--- config.mk ---
export PLATFORM = sky130hd
export DESIGN_NAME = f_d_latch_ctrl_flat
export DESIGN_NICKNAME = d
export VERILOG_FILES = /design/src/rtl/f_d_latch_ctrl_pkg.sv /design/src/rtl/f_d_latch_ctrl_if.sv /design/src/rtl/f_d_latch_ctrl_sat_counter.sv /design/src/rtl/f_d_latch_ctrl.sv /design/src/flat_wrapper.sv
export SDC_FILE = /design/constraint.sdc
export NUM_CORES = 1
export LEC_CHECK = 0
export BUFFER_PORTS_ARGS = -buffer_cell sky130_fd_sc_hd__buf_2
export CORE_MARGIN = 3
export CORE_UTILIZATION = 36
export CTS_CLUSTER_SIZE = 8
export DETAILED_ROUTE_END_ITERATION = 7
export HOLD_SLACK_MARGIN = 0.06
export MAX_ROUTING_LAYER = met4
export PLACE_DENSITY_LB_ADDON = 0.1
export SLEW_MARGIN = 20
export SYNTH_ARGS = -nofsm -noshare
export SYNTH_HDL_FRONTEND = slang
export SYNTH_SLANG_ARGS = --single-unit
export TNS_END_PERCENT = 10
--- constraint.sdc ---
create_clock -name clk -period 4.3 [get_ports clk]
set_input_delay 0.645 -clock clk [delete_from_list [all_inputs] [get_ports clk]]
set_output_delay 0.645 -clock clk [all_outputs]
set_load 0.02 [all_outputs]
--- src/rtl/f_d_latch_ctrl_pkg.sv ---
// Shared types and constants for the fetch-to-decode latch sequencer.
package f_d_latch_ctrl_pkg;

  localparam int unsigned STATE_W = 2;

  typedef enum logic [STATE_W-1:0] {
    ST_RUN      = 2'd0,
    ST_FLUSH    = 2'd1,
    ST_EXC_HOLD = 2'd2
  } state_e;

endpackage

--- src/rtl/f_d_latch_ctrl_if.sv ---
// Fetch/decode handshake and latch-control signals of the F/D latch sequencer.
interface f_d_latch_ctrl_if;
  logic f_valid;
  logic f_IE;
  logic d_stall;
  logic br_flush;
  logic exc_flush;
  logic latch_ld;
  logic latch_clr;
  logic f_stall;
  logic occ;

  modport master (
    output f_valid, f_IE, d_stall, br_flush, exc_flush,
    input  latch_ld, latch_clr, f_stall, occ
  );

  modport slave (
    input  f_valid, f_IE, d_stall, br_flush, exc_flush,
    output latch_ld, latch_clr, f_stall, occ
  );
endinterface

--- src/rtl/f_d_latch_ctrl_sat_counter.sv ---
// Saturating up-counter with synchronous clear.
module sat_counter #(
  parameter int unsigned W = 32
) (
  input  logic         clk,
  input  logic         clr,
  input  logic         inc,
  output logic [W-1:0] q
);

  logic [W-1:0] q_q;
  logic [W-1:0] q_d;

  // Increment unless already at all-ones.
  always_comb begin
    q_d = q_q;
    if (inc && (q_q != '1)) q_d = q_q + W'(1);
  end

  // Count register.
  always_ff @(posedge clk) begin
    if (clr) q_q <= '0;
    else     q_q <= q_d;
  end

  assign q = q_q;

endmodule

--- src/rtl/f_d_latch_ctrl.sv ---
// Sequencer for the fetch-to-decode pipeline latch: load/clear, fetch stall,
// flush bubbles, exception drain hold and performance counters.
module f_d_latch_ctrl
  import f_d_latch_ctrl_pkg::*;
#(
  parameter int unsigned FLUSH_CYCLES = 2,
  parameter int unsigned EXC_TIMEOUT  = 1024,
  parameter int unsigned CNT_W        = 32
) (
  input  logic               clk,
  input  logic               clr,
  f_d_latch_ctrl_if.slave    bus,
  output logic [STATE_W-1:0] state,
  output logic               exc_timeout,
  output logic [CNT_W-1:0]   stall_cnt,
  output logic [CNT_W-1:0]   flush_cnt
);

  localparam int unsigned BUB_W = 4;
  localparam int unsigned WD_W  = $clog2(EXC_TIMEOUT);

  state_e            state_q, state_d;
  logic              occ_q, occ_d;
  logic [BUB_W-1:0]  bub_q, bub_d;
  logic [WD_W-1:0]   wd_q, wd_d;
  logic              to_q, to_d;
  logic              ld_c, lclr_c, fst_c, flush_c;

  // Next-state and Mealy outputs; reset overrides flush, flush overrides the state action.
  always_comb begin
    state_d = state_q;
    occ_d   = occ_q;
    bub_d   = bub_q;
    wd_d    = wd_q;
    to_d    = to_q;
    ld_c    = 1'b0;
    lclr_c  = 1'b0;
    fst_c   = 1'b0;
    flush_c = bus.exc_flush | (bus.br_flush & (state_q != ST_EXC_HOLD));

    case (state_q)
      ST_RUN: begin
        ld_c  = bus.f_valid & (~occ_q | ~bus.d_stall);
        fst_c = occ_q & bus.d_stall;
        wd_d  = '0;
        if (ld_c && bus.f_IE) state_d = ST_EXC_HOLD;
      end
      ST_FLUSH: begin
        lclr_c = 1'b1;
        wd_d   = '0;
        if (bub_q <= BUB_W'(1)) begin
          bub_d   = '0;
          state_d = ST_RUN;
        end else begin
          bub_d = bub_q - BUB_W'(1);
        end
      end
      ST_EXC_HOLD: begin
        fst_c  = 1'b1;
        lclr_c = occ_q & ~bus.d_stall;
        if (wd_q == WD_W'(EXC_TIMEOUT - 1)) to_d = 1'b1;
        else                                 wd_d = wd_q + WD_W'(1);
      end
      default: state_d = ST_RUN;
    endcase

    // Flush bubble count includes the flush cycle itself.
    if (flush_c) begin
      ld_c    = 1'b0;
      lclr_c  = 1'b1;
      fst_c   = 1'b0;
      bub_d   = BUB_W'(FLUSH_CYCLES - 1);
      wd_d    = '0;
      state_d = (FLUSH_CYCLES > 1) ? ST_FLUSH : ST_RUN;
    end

    if (lclr_c)    occ_d = 1'b0;
    else if (ld_c) occ_d = bus.f_valid;

    if (clr) begin
      ld_c    = 1'b0;
      lclr_c  = 1'b1;
      fst_c   = 1'b0;
      flush_c = 1'b0;
      state_d = ST_RUN;
      occ_d   = 1'b0;
      bub_d   = '0;
      wd_d    = '0;
      to_d    = 1'b0;
    end
  end

  // State, occupancy, bubble counter, watchdog and sticky timeout registers.
  always_ff @(posedge clk) begin
    if (clr) begin
      state_q <= ST_RUN;
      occ_q   <= 1'b0;
      bub_q   <= '0;
      wd_q    <= '0;
      to_q    <= 1'b0;
    end else begin
      state_q <= state_d;
      occ_q   <= occ_d;
      bub_q   <= bub_d;
      wd_q    <= wd_d;
      to_q    <= to_d;
    end
  end

  sat_counter #(.W(CNT_W)) u_stall_cnt (
    .clk (clk),
    .clr (clr),
    .inc (fst_c),
    .q   (stall_cnt)
  );

  sat_counter #(.W(CNT_W)) u_flush_cnt (
    .clk (clk),
    .clr (clr),
    .inc (flush_c),
    .q   (flush_cnt)
  );

  assign bus.latch_ld  = ld_c;
  assign bus.latch_clr = lclr_c;
  assign bus.f_stall   = fst_c;
  assign bus.occ       = occ_q;
  assign state         = state_q;
  assign exc_timeout   = to_q;

endmodule

--- src/flat_wrapper.sv ---
// flat-port wrapper written by rule: the top's interface ports become plain ports
module f_d_latch_ctrl_flat import f_d_latch_ctrl_pkg::*;
#(
  parameter int unsigned FLUSH_CYCLES = 2,
  parameter int unsigned EXC_TIMEOUT  = 1024,
  parameter int unsigned CNT_W        = 32
)
  (clk, clr, state, exc_timeout, stall_cnt, flush_cnt, bus_f_valid, bus_f_IE, bus_d_stall, bus_br_flush, bus_exc_flush, bus_latch_ld, bus_latch_clr, bus_f_stall, bus_occ);
  f_d_latch_ctrl_if bus_i ();
  input  logic clk;
  input  logic clr;
  output logic [STATE_W-1:0] state;
  output logic exc_timeout;
  output logic [CNT_W-1:0] stall_cnt;
  output logic [CNT_W-1:0] flush_cnt;
  input wire logic [$bits(bus_i.f_valid)-1:0] bus_f_valid;
  input wire logic [$bits(bus_i.f_IE)-1:0] bus_f_IE;
  input wire logic [$bits(bus_i.d_stall)-1:0] bus_d_stall;
  input wire logic [$bits(bus_i.br_flush)-1:0] bus_br_flush;
  input wire logic [$bits(bus_i.exc_flush)-1:0] bus_exc_flush;
  output wire logic [$bits(bus_i.latch_ld)-1:0] bus_latch_ld;
  output wire logic [$bits(bus_i.latch_clr)-1:0] bus_latch_clr;
  output wire logic [$bits(bus_i.f_stall)-1:0] bus_f_stall;
  output wire logic [$bits(bus_i.occ)-1:0] bus_occ;
  assign bus_i.f_valid = bus_f_valid;
  assign bus_i.f_IE = bus_f_IE;
  assign bus_i.d_stall = bus_d_stall;
  assign bus_i.br_flush = bus_br_flush;
  assign bus_i.exc_flush = bus_exc_flush;
  assign bus_latch_ld = bus_i.latch_ld;
  assign bus_latch_clr = bus_i.latch_clr;
  assign bus_f_stall = bus_i.f_stall;
  assign bus_occ = bus_i.occ;
  f_d_latch_ctrl #(.FLUSH_CYCLES(FLUSH_CYCLES), .EXC_TIMEOUT(EXC_TIMEOUT), .CNT_W(CNT_W)) u_core (.clk(clk), .clr(clr), .bus(bus_i), .state(state), .exc_timeout(exc_timeout), .stall_cnt(stall_cnt), .flush_cnt(flush_cnt));
endmodule
==> results of run 1 <==
## worst register-to-register path: cells and delay by family (launching register included)
kind	cells	cell delay [ns]
simple gates	4	1.58
flops	1	0.43
fa+ha+maj	1	0.29
mux	1	0.33
## cell families after synthesis
kind of cell	Yosys count	synth area share
compound gates	149	0.222
mux	5	0.0126
simple gates	231	0.296
fa+ha+maj	10	0.0287
buf+inv	35	0.0347
xor+xnor	15	0.0301
flops	82	0.376
## report_power, final
group	switching [mW]	internal, mW
Combinational	0.0568	0.0255
Clock	0.299	0.514
Sequential	0.00702	0.765
Total	0.363	1.30
## layer usage
layer	track usage	vias to the layer above	wire, microns
li1	-	2153	-
met2	0.262	102	4940
met5	-	-	0
met3	0.0376	10	612
met1	0.264	1994	5930
met4	0.0696	0	159
## registers in the layout, summed over array words and instances, names as in the netlist
register,count
u_core.bub_q,4
u_core.bus.occ,1
u_core.exc_timeout,1
u_core.state,2
u_core.u_flush_cnt.q,32
u_core.u_stall_cnt.q,32
u_core.wd_q,10
## placed cells by master (no fill, tap or decap), types with 6 or more instances in the layout
cell and n:
nor3_1 13, dfxtp_1 82, nor4_1 9, xor2_1 6
nor2b_1 6, clkbuf_16 9, a21oi_1 57, nand4_1 22
or4_1 11, o31ai_1 12, nor2_1 42, nand3_1 26
ha_1 10, nand2_1 38, buf_2 77, inv_1 14
a31oi_1 7, xnor2_1 9, and3_1 8, o21ai_0 37
or3_1 30
## layout make-up
class	instances	share of cell area
clock buffer	15	0.0558
clock inverter	1	0.00582
inverter	16	0.0116
multi-input combinational	410	0.498
sequential	82	0.318
tap	143	0.0347
timing repair buffer	78	0.0761
## final timing paths
path	from	to	slack (ns)
max	u_core.state[0]	bus_latch_ld	1.14
min reg2reg	u_core.exc_timeout	u_core.exc_timeout	0.46
max reg2reg	u_core.u_flush_cnt.q[0]	u_core.u_flush_cnt.q[27]	1.56
min	u_core.exc_timeout	u_core.exc_timeout	0.46
## stage by stage
stage	power [mW]	hold slack [ns]
after detailed placement	0.872	0.462
after CTS	1.69	0.474
final	1.67	0.464
after floorplan	0.846	0.450
after global routing	1.73	0.515
after global placement	0.871	0.458
==> metrics, run 1 <==
final hold violations=0; fin crit period=3.16 ns; critical path endpoint category=output pin; Critical Path Start Type=flip-flop; Max transition margin=0.497; most common cell in the netlist=dfxtp_1; Yosys cell types=61; final std cells w/o fill=745; synthesized cell area=0.00436 sq mm; clock buffer count from CTS=9; Reg clk slew, reported paths=0.06 ns; initial antenna violation count=0; worst slew pin tran=0.749 ns; final net count=614; maximum achievable frequency=0.316 GHz; Arrival @ worst endpoint=2.52 ns; Fill cells=1191; CTS max path bufs=2; top_reg_cell synth=dfxtp_1; die area=0.0135 sq mm; Antenna diodes=0; critical path fanouts, max=19; RSZ-0062 raised after global routing=false; drt first-iter violations=263; Total GRT Usage=0.187; cell count along the critical path=7; io pins=78; hold_buf cts=0; Clock Sink Count=82; most frequent CP cell=nor2_1; Post-synth top cells=dfxtp_1 (82), a21oi_1 (57), nor2_1 (42); Design Area, Final=0.00516 sq mm; post-route DRC violation count=0; post-CTS setup buffers=0; drt total wl=11.6 mm; detailed-route wire length per cell=15.6 microns; outcome=completed; hold path depth=2; Initial Util=0.376; share of the synthesized area in the top cell type=0.376; H-tree depth=3; crit path max-delay cell type=ha_1; DP Area=0.00484 sq mm; register area share after synthesis=0.376; Area contributors post-synth=dfxtp_1 (38%), a21oi_1 (6.5%), or3_1 (4.3%); Required @ worst endpoint=3.65 ns; clk_skew=0.00689 ns; EDFF count, synth=0; Core Footprint=0.0116 sq mm; power density cells=323 mW/mm^2; Yosys reg bits=82; period utilisation layout=0.735; Std-Cell Rows=39; Vias/cell=5.72; total negative slack=0 ns; largest net degree at the start of global routing=38; Top delay family on crit path=simple AND/OR/NAND/NOR gates; Worst-Skew Late Latency=0.34 ns; Syn Inst Count=527; yosys synthesis warning count=0; Chip Height=116 microns; area leader, netlist=dfxtp_1; Register Area=0.00164 sq mm; pre-CTS setup slack=1.53 ns; ys async rst share=0; VDD IR-drop max=0.211 mV; cells along the critical path=inv_1 -> ha_1 -> nor2b_1 -> nor2_1 -> nand3_1 -> nor2_1 -> buf_2; multi-input logic area=0.00257 sq mm; Max Cap Violations=0; share of cells above drive strength 1=0.191; HP Class=flip-flop to flip-flop; max incr delay on CP=0.59 ns; Post-DRT Antenna Nets=0; synthesized area per cell=8.28 sq um; Buf+Inv Stages, Crit Path=2; max-slew violation count=0; CTS tree=yes; IO buf count=77; syn nets=544; post-DP HPWL=8.58 mm; leakage power=1.85 nW; DRT Pass-1 Iters=4; setup ws final=1.14 ns; post-cts resize count=0; GPL Wtd Cong=0.833; critical path class=flip-flop to output pin; remaining global-route overflow=0; Root Driver=clkbuf_16; final core occ=0.444; Area growth syn-to-layout=18.3%; Final setup viols=0; vias=4259; Chip Width=116 microns; placed insts=729; first-pass GRT wire length=19.6 mm; vias in the first global route=3876; Worst Reg2Reg Path Length in Cells=6
Power figures use the tool's default switching activity.
==> run 2: changes to the inputs <==
==> constraint.sdc (replaced) <==
create_clock -name clk -period 3.2 [get_ports clk]
set_input_delay 0.48 -clock clk [delete_from_list [all_inputs] [get_ports clk]]
set_output_delay 0.48 -clock clk [all_outputs]
set_load 0.02 [all_outputs]
==> run 2 against run 1 <==
Against the previous run:
- sequential share of layout area rose by 0.085 points
- utilization fell by 0.12 points
- cell count rose by 0.27%
- clock skew rose by 0.0014 ns
- cell area fell by 0.27%
- critical path depth rose by 1
- via count rose by 0.96%
- register-to-register slack got worse by 0.88 ns
- sequential cell count did not move
- non-clock buffer count rose by 4
- count of clock-buffer cells in the layout fell by 5
- sequential power rose by 35%
- largest cell class unchanged
- largest power group is now registers
==> metrics, run 2 (same netlist as run 1, synthesis figures left out) <==
outcome=completed; initial antenna violation count=0 (unchanged); net switching power figure=491 uW (+35%); post-CTS setup buffers=0 (unchanged); Arrival @ worst endpoint=2.25 ns (-0.27 ns); critical path endpoint category=output pin; Reg clk slew, reported paths=0.05 ns (about the same); vias in the first global route=3930 (+1.4%); CTS tree=yes; hold_buf cts=0 (unchanged); Fill cells=1195 (+0.34%); CTS max path bufs=2 (unchanged); clock group share of total power=0.463 (-0.025); GPL Wtd Cong=0.831 (-0.25%); period utilisation layout=0.854; clk_skew=0.00833 ns (+0.00144 ns); Total GRT Usage=0.188 (+0.00102); die area=0.0135 sq mm (unchanged); vias=4300 (+0.96%); Antenna diodes=0 (unchanged); Chip Width=116 microns (unchanged); Root Driver=clkbuf_16; HP Class=flip-flop to flip-flop; Initial Util=0.376 (unchanged); Internal=1.65 mW (+27%); Std-Cell Rows=39 (unchanged); power density cells=417 mW/mm^2 (+29%); crit path max-delay cell type=nor2_1; H-tree depth=3 (unchanged); most frequent cells in the layout=dfxtp_1 (82), buf_2 (77), a21oi_1 (57); clock buffer count from CTS=9 (unchanged); cells along the critical path=inv_1 -> ha_1 -> buf_4 -> nor2b_1 -> nor2_1 -> nand3_1 -> nor2_1 -> buf_2; max-slew violation count=0 (unchanged); share of cells above drive strength 1=0.195 (+0.00433); worst slew pin tran=0.752 ns (+0.00264 ns); detailed-route wire length per cell=15.9 microns (+1.8%); drt total wl=11.9 mm (+2.1%); sequential share of power=0.483 (+0.020); first-pass GRT wire length=19.6 mm (-0.10%); final hold violations=0 (unchanged); final net count=618 (+0.65%); final core occ=0.443 (-0.00118); maximum achievable frequency=0.366 GHz; Chip Height=116 microns (unchanged); IO buf count=77 (unchanged); drt first-iter violations=277 (+5.3%); Post-DRT Antenna Nets=0 (unchanged); most frequent CP cell=nor2_1; critical path fanouts, max=18 (-1); io pins=78 (unchanged); Core Footprint=0.0116 sq mm (unchanged); largest net degree at the start of global routing=39 (+2.6%); post-route DRC violation count=0 (unchanged); Gate power share=0.053 (+0.004); post-cts resize count=0 (unchanged); Vias/cell=5.76 (+0.69%); Clock Sink Count=82 (unchanged); Hold Worst Slack=0.470 ns (+0.00628 ns); Critical Path Start Type=flip-flop; Required @ worst endpoint=2.72 ns (-0.93 ns); fin crit period=2.73 ns; Max transition margin=0.495 (-0.00186); Worst-Skew Late Latency=0.35 ns (about the same); RSZ-0062 raised after global routing=false; leakage power=1.85 nW (+0.16%); max incr delay on CP=0.48 ns (-0.11 ns); commonest non-fill, non-tap cell in the layout=dfxtp_1; critical path class=flip-flop to output pin; Area growth syn-to-layout=18.0%; total negative slack=0 ns (unchanged); Max Cap Violations=0 (unchanged); DRT Pass-1 Iters=4 (unchanged); switch share=0.229 (+0.0112); remaining global-route overflow=0 (unchanged); Final setup viols=0 (unchanged); post-DP HPWL=8.66 mm (+0.91%); VDD IR-drop max=0.284 mV (+34%)
## run 2: changes by cell type in the layout (fill, tap and decap cells not counted)
cell,delta
buf_4,+4
clkbuf_1,-1
clkbuf_8,-4
clkinv_2,+3
## run 2: per-layer routing
layer	vias up	share of wire	track usage	routed length, microns
met1	2016	0.49	0.255	5870
met4	0	0.017	0.0619	204
met2	104	0.43	0.271	5140
met3	18	0.056	0.0496	666
met5	-	0	-	0
li1	2162	-	-	-
## run 2: path summary, 6_finish.rpt
kind	end	startpoint	slack (ns)	cells after the start
worst max-delay path	bus_latch_ld	u_core.state[0]	0.47	8
worst min-delay path	u_core.exc_timeout	u_core.exc_timeout	0.47	2
worst max register to register	u_core.u_flush_cnt.q[28]	u_core.u_flush_cnt.q[1]	0.68	6
worst min register to register	u_core.exc_timeout	u_core.exc_timeout	0.47	2
## run 2: stage by stage
step | total power, mW | cells | instance area (sq um) | setup WS [ns]
after floorplan | 1.14 | 527 | 4360 | 0.788
after detailed placement | 1.17 | 733 | 4870 | 0.696
after CTS | 2.17 | 747 | 5150 | 0.477
after global placement | 1.17 | 733 | 4870 | 0.783
final | 2.15 | 747 | 5150 | 0.466
after global routing | 2.23 | 747 | 5150 | 0.259
## run 2: worst max-delay path: cells and delay by family, from the launching register on
kind                       cells  cell delay (ns)
and+or+nand+nor                4             0.88
adders and majority gates      1             0.19
DFF                            1             0.32
buffers and inverters          3             0.53
## run 2: power by group through the flow
stage                     sequential, mW  combinational [mW]  clock [mW]
after global placement              1.06               0.115           0
after CTS                           1.04               0.115        1.02
after global routing                1.04               0.129        1.06
after floorplan                     1.06              0.0723           0
after detailed placement            1.06               0.115           0
final                               1.04               0.114       0.994
## run 2: cell type report
| cell class | instances | area, sq um | area share |
|---|---|---|---|
| clock inverter | 4 | 45.0 | 0.00875 |
| multi-input combinational | 410 | 2570 | 0.499 |
| clock buffer | 10 | 229 | 0.0445 |
| sequential | 82 | 1640 | 0.319 |
| inverter | 16 | 60.1 | 0.0117 |
| timing repair buffer | 82 | 423 | 0.0822 |
| tap | 143 | 179 | 0.0348 |
==> run 3: changes to the inputs <==
--- a/config.mk
+++ b/config.mk
@@ -16,5 +16,6 @@
 export SLEW_MARGIN = 20
 export SYNTH_ARGS = -nofsm -noshare
 export SYNTH_HDL_FRONTEND = slang
+export SYNTH_HIERARCHICAL = 1
 export SYNTH_SLANG_ARGS = --single-unit
 export TNS_END_PERCENT = 10
==> run 3 against run 2 <==
Against the previous run:
- utilization rose by 0.71 points
- cell area rose by 1.6%
- power fell by 0.60%
- global-route usage fell by 0.69 points
- cell count did not move
- synthesized area did not move
- critical path depth rose by 2
- sequential share of layout area fell by 0.50 points
- wire length fell by 2.2%
- worst setup slack improved by 0.026 ns
- maximum frequency rose by 0.97%
- critical path type is now flip-flop to flip-flop
- largest cell class unchanged
- largest power group unchanged
==> metrics, run 3 <==
outcome=completed; Design Area, Final=0.00523 sq mm (+1.6%); Fill cells=1216 (+1.8%); Critical Path Start Type=flip-flop; Arrival @ worst endpoint=2.98 ns (+0.73 ns); Std-Cell Rows=39 (unchanged); Required @ worst endpoint=3.47 ns (+0.75 ns); first-pass GRT wire length=19.1 mm (-2.7%); Post-DRT Antenna Nets=0 (unchanged); Yosys cell types=50 (-18%); worst slew pin tran=0.795 ns (+0.0428 ns); clock group share of total power=0.468 (+0.005); vias=4272 (-0.65%); leakage power=1.85 nW (-0.35%); area leader, netlist=dfxtp_1; largest family of logic cells by synthesized area=simple AND/OR/NAND/NOR gates; Antenna diodes=0 (unchanged); maximum achievable frequency=0.369 GHz (+0.97%); final std cells w/o fill=747 (unchanged); H-tree depth=3 (unchanged); final net count=614 (-0.65%); sequential share of power=0.485 (+0.002); HP Class=flip-flop to flip-flop; CTS tree=yes; total negative slack=0 ns (unchanged); drt total wl=11.6 mm (-2.2%); Synth Area in Compound Gates=0.194 (-0.0273); EDFF count, synth=0 (unchanged); vias in the first global route=3850 (-2.0%); RSZ-0062 raised after global routing=false; yosys synthesis warning count=6 (+6); die area=0.0135 sq mm (unchanged); Chip Width=116 microns (unchanged); initial antenna violation count=0 (unchanged); final hold violations=0 (unchanged); Max Cap Violations=0 (unchanged); clock buffer count from CTS=9 (unchanged); clk_skew=0.00594 ns (-0.00239 ns); Power Total=2.13 mW (-0.60%); Post-synth top cells=dfxtp_1 (82), a21oi_1 (52), nor2_1 (41); Chip Height=116 microns (unchanged); IO buf count=77 (unchanged); share of the synthesized area in the top cell type=0.376 (unchanged); synthesized cell area=0.00436 sq mm (unchanged); post-CTS setup buffers=0 (unchanged); Root Driver=clkbuf_16; Worst Reg2Reg Path Length in Cells=10 (+4); fin crit period=2.71 ns (-0.0263 ns); Post-Synth Simple-Gate Area=0.321 (+0.0252); Yosys reg bits=82 (unchanged); Initial Util=0.376 (unchanged); detailed-route wire length per cell=15.5 microns (-2.2%); hold path depth=2 (unchanged); power density cells=408 mW/mm^2 (-2.2%); Max transition margin=0.467 (-0.0279); switch share=0.226 (-0.00242); register area share after synthesis=0.376 (unchanged); top_reg_cell synth=dfxtp_1; multi-input logic area=0.00259 sq mm (+0.78%); io pins=78 (unchanged); placed insts=731 (-0.27%); Final setup viols=0 (unchanged); post-cts resize count=0 (unchanged); net switching power figure=483 uW (-1.7%); hold_buf cts=0 (unchanged); Internal=1.65 mW (-0.29%); ys async rst share=0 (unchanged); critical path class=flip-flop to flip-flop; Syn Inst Count=520 (-1.3%); post-DP HPWL=8.36 mm (-3.5%); Area growth syn-to-layout=19.9%; drt first-iter violations=204 (-26%); Core Footprint=0.0116 sq mm (unchanged); DRT Pass-1 Iters=4 (unchanged); synthesized area per cell=8.39 sq um (+1.3%); critical path endpoint category=flip-flop; post-route DRC violation count=0 (unchanged); Synth Area in Adders=0.0229 (-0.00574); DP Area=0.00494 sq mm (+1.5%); Gate power share=0.047 (-0.006); share of cells above drive strength 1=0.219 (+0.0232); Total GRT Usage=0.181 (-0.00692); Vias/cell=5.72 (-0.65%); post-synthesis mux area share=0.0175 (+0.00488); CTS max path bufs=2 (unchanged); largest net degree at the start of global routing=64 (+64%); remaining global-route overflow=0 (unchanged); Register Area=0.00164 sq mm (unchanged); period utilisation layout=0.846 (-0.00821); max-slew violation count=0 (unchanged); Clock Sink Count=82 (unchanged); XOR/XNOR share of the synthesized area=0.0341 (+0.00402); Area contributors post-synth=dfxtp_1 (38%), a21oi_1 (6.0%), o31ai_1 (4.6%); most frequent cells in the layout=dfxtp_1 (82), buf_2 (77), a21oi_1 (52); critical path fanouts, max=11 (-7); Worst-Skew Late Latency=0.34 ns (about the same); Reg clk slew, reported paths=0.06 ns (about the same); VDD IR-drop max=0.202 mV (-29%); GPL Wtd Cong=0.812 (-2.3%); commonest non-fill, non-tap cell in the layout=dfxtp_1; syn nets=535 (-1.7%); most common cell in the netlist=dfxtp_1
run 3: cells by family after synthesis:
family | Yosys count
AO/OA/AOI/OAI | 132
buffers and inverters | 34
multiplexers | 7
AND/OR/NAND/NOR | 240
adder cells (fa/ha/maj) | 8
XOR/XNOR | 17
flip-flops | 82
run 3: worst paths after layout:
check	end	slack, ns	from
setup reg to reg	u_core/u_flush_cnt/q[30]	0.49	u_core/state[0]
hold reg to reg	u_core/exc_timeout	0.47	u_core/exc_timeout
hold / removal	u_core/exc_timeout	0.47	u_core/exc_timeout
setup / recovery	u_core/u_flush_cnt/q[30]	0.49	u_core/state[0]
run 3: power by group through the flow:
stage | registers, mW | clock network (mW) | logic, mW
final | 1.03 | 0.999 | 0.0998
after global routing | 1.03 | 1.08 | 0.111
after CTS | 1.03 | 1.03 | 0.101
after detailed placement | 1.06 | 0 | 0.101
after global placement | 1.06 | 0 | 0.0981
after floorplan | 1.06 | 0 | 0.0644
run 3: layer usage:
layer / up-vias / share of wire / global-route usage
met4: 0 / 0.022 / 0.0773
met3: 20 / 0.046 / 0.0397
li1: 2155 / - / -
met2: 86 / 0.46 / 0.283
met1: 2011 / 0.47 / 0.225
met5: - / 0 / -
run 3: final cells by class:
cell class,count,share of cell area
Multi-Input combinational cell,404,0.495
Sequential cell,82,0.314
Timing Repair Buffer,92,0.0952
Clock buffer,14,0.0524
Tap cell,143,0.0342
Inverter,10,0.00718
Clock inverter,2,0.00191
run 3: stage by stage:
stage / hold slack [ns] / util / setup WS (ns)
after floorplan: 0.473 / - / 0.135
after global placement: 0.459 / 0.426 / 0.561
after detailed placement: 0.458 / 0.426 / 0.461
after CTS: 0.473 / 0.450 / 0.440
after global routing: 0.495 / 0.450 / 0.132
final: 0.465 / 0.450 / 0.493
run 3: critical path: stages (launching register included):
cell,delay (ns)
dfxtp_1,0.37
inv_1,0.08
ha_1,0.21
nor2b_1,0.20
nor2_1,0.09
nor2_1,0.14
buf_4,0.17
nand3_1,0.30
or3_4,0.45
or4_1,0.47
a21oi_1,0.15
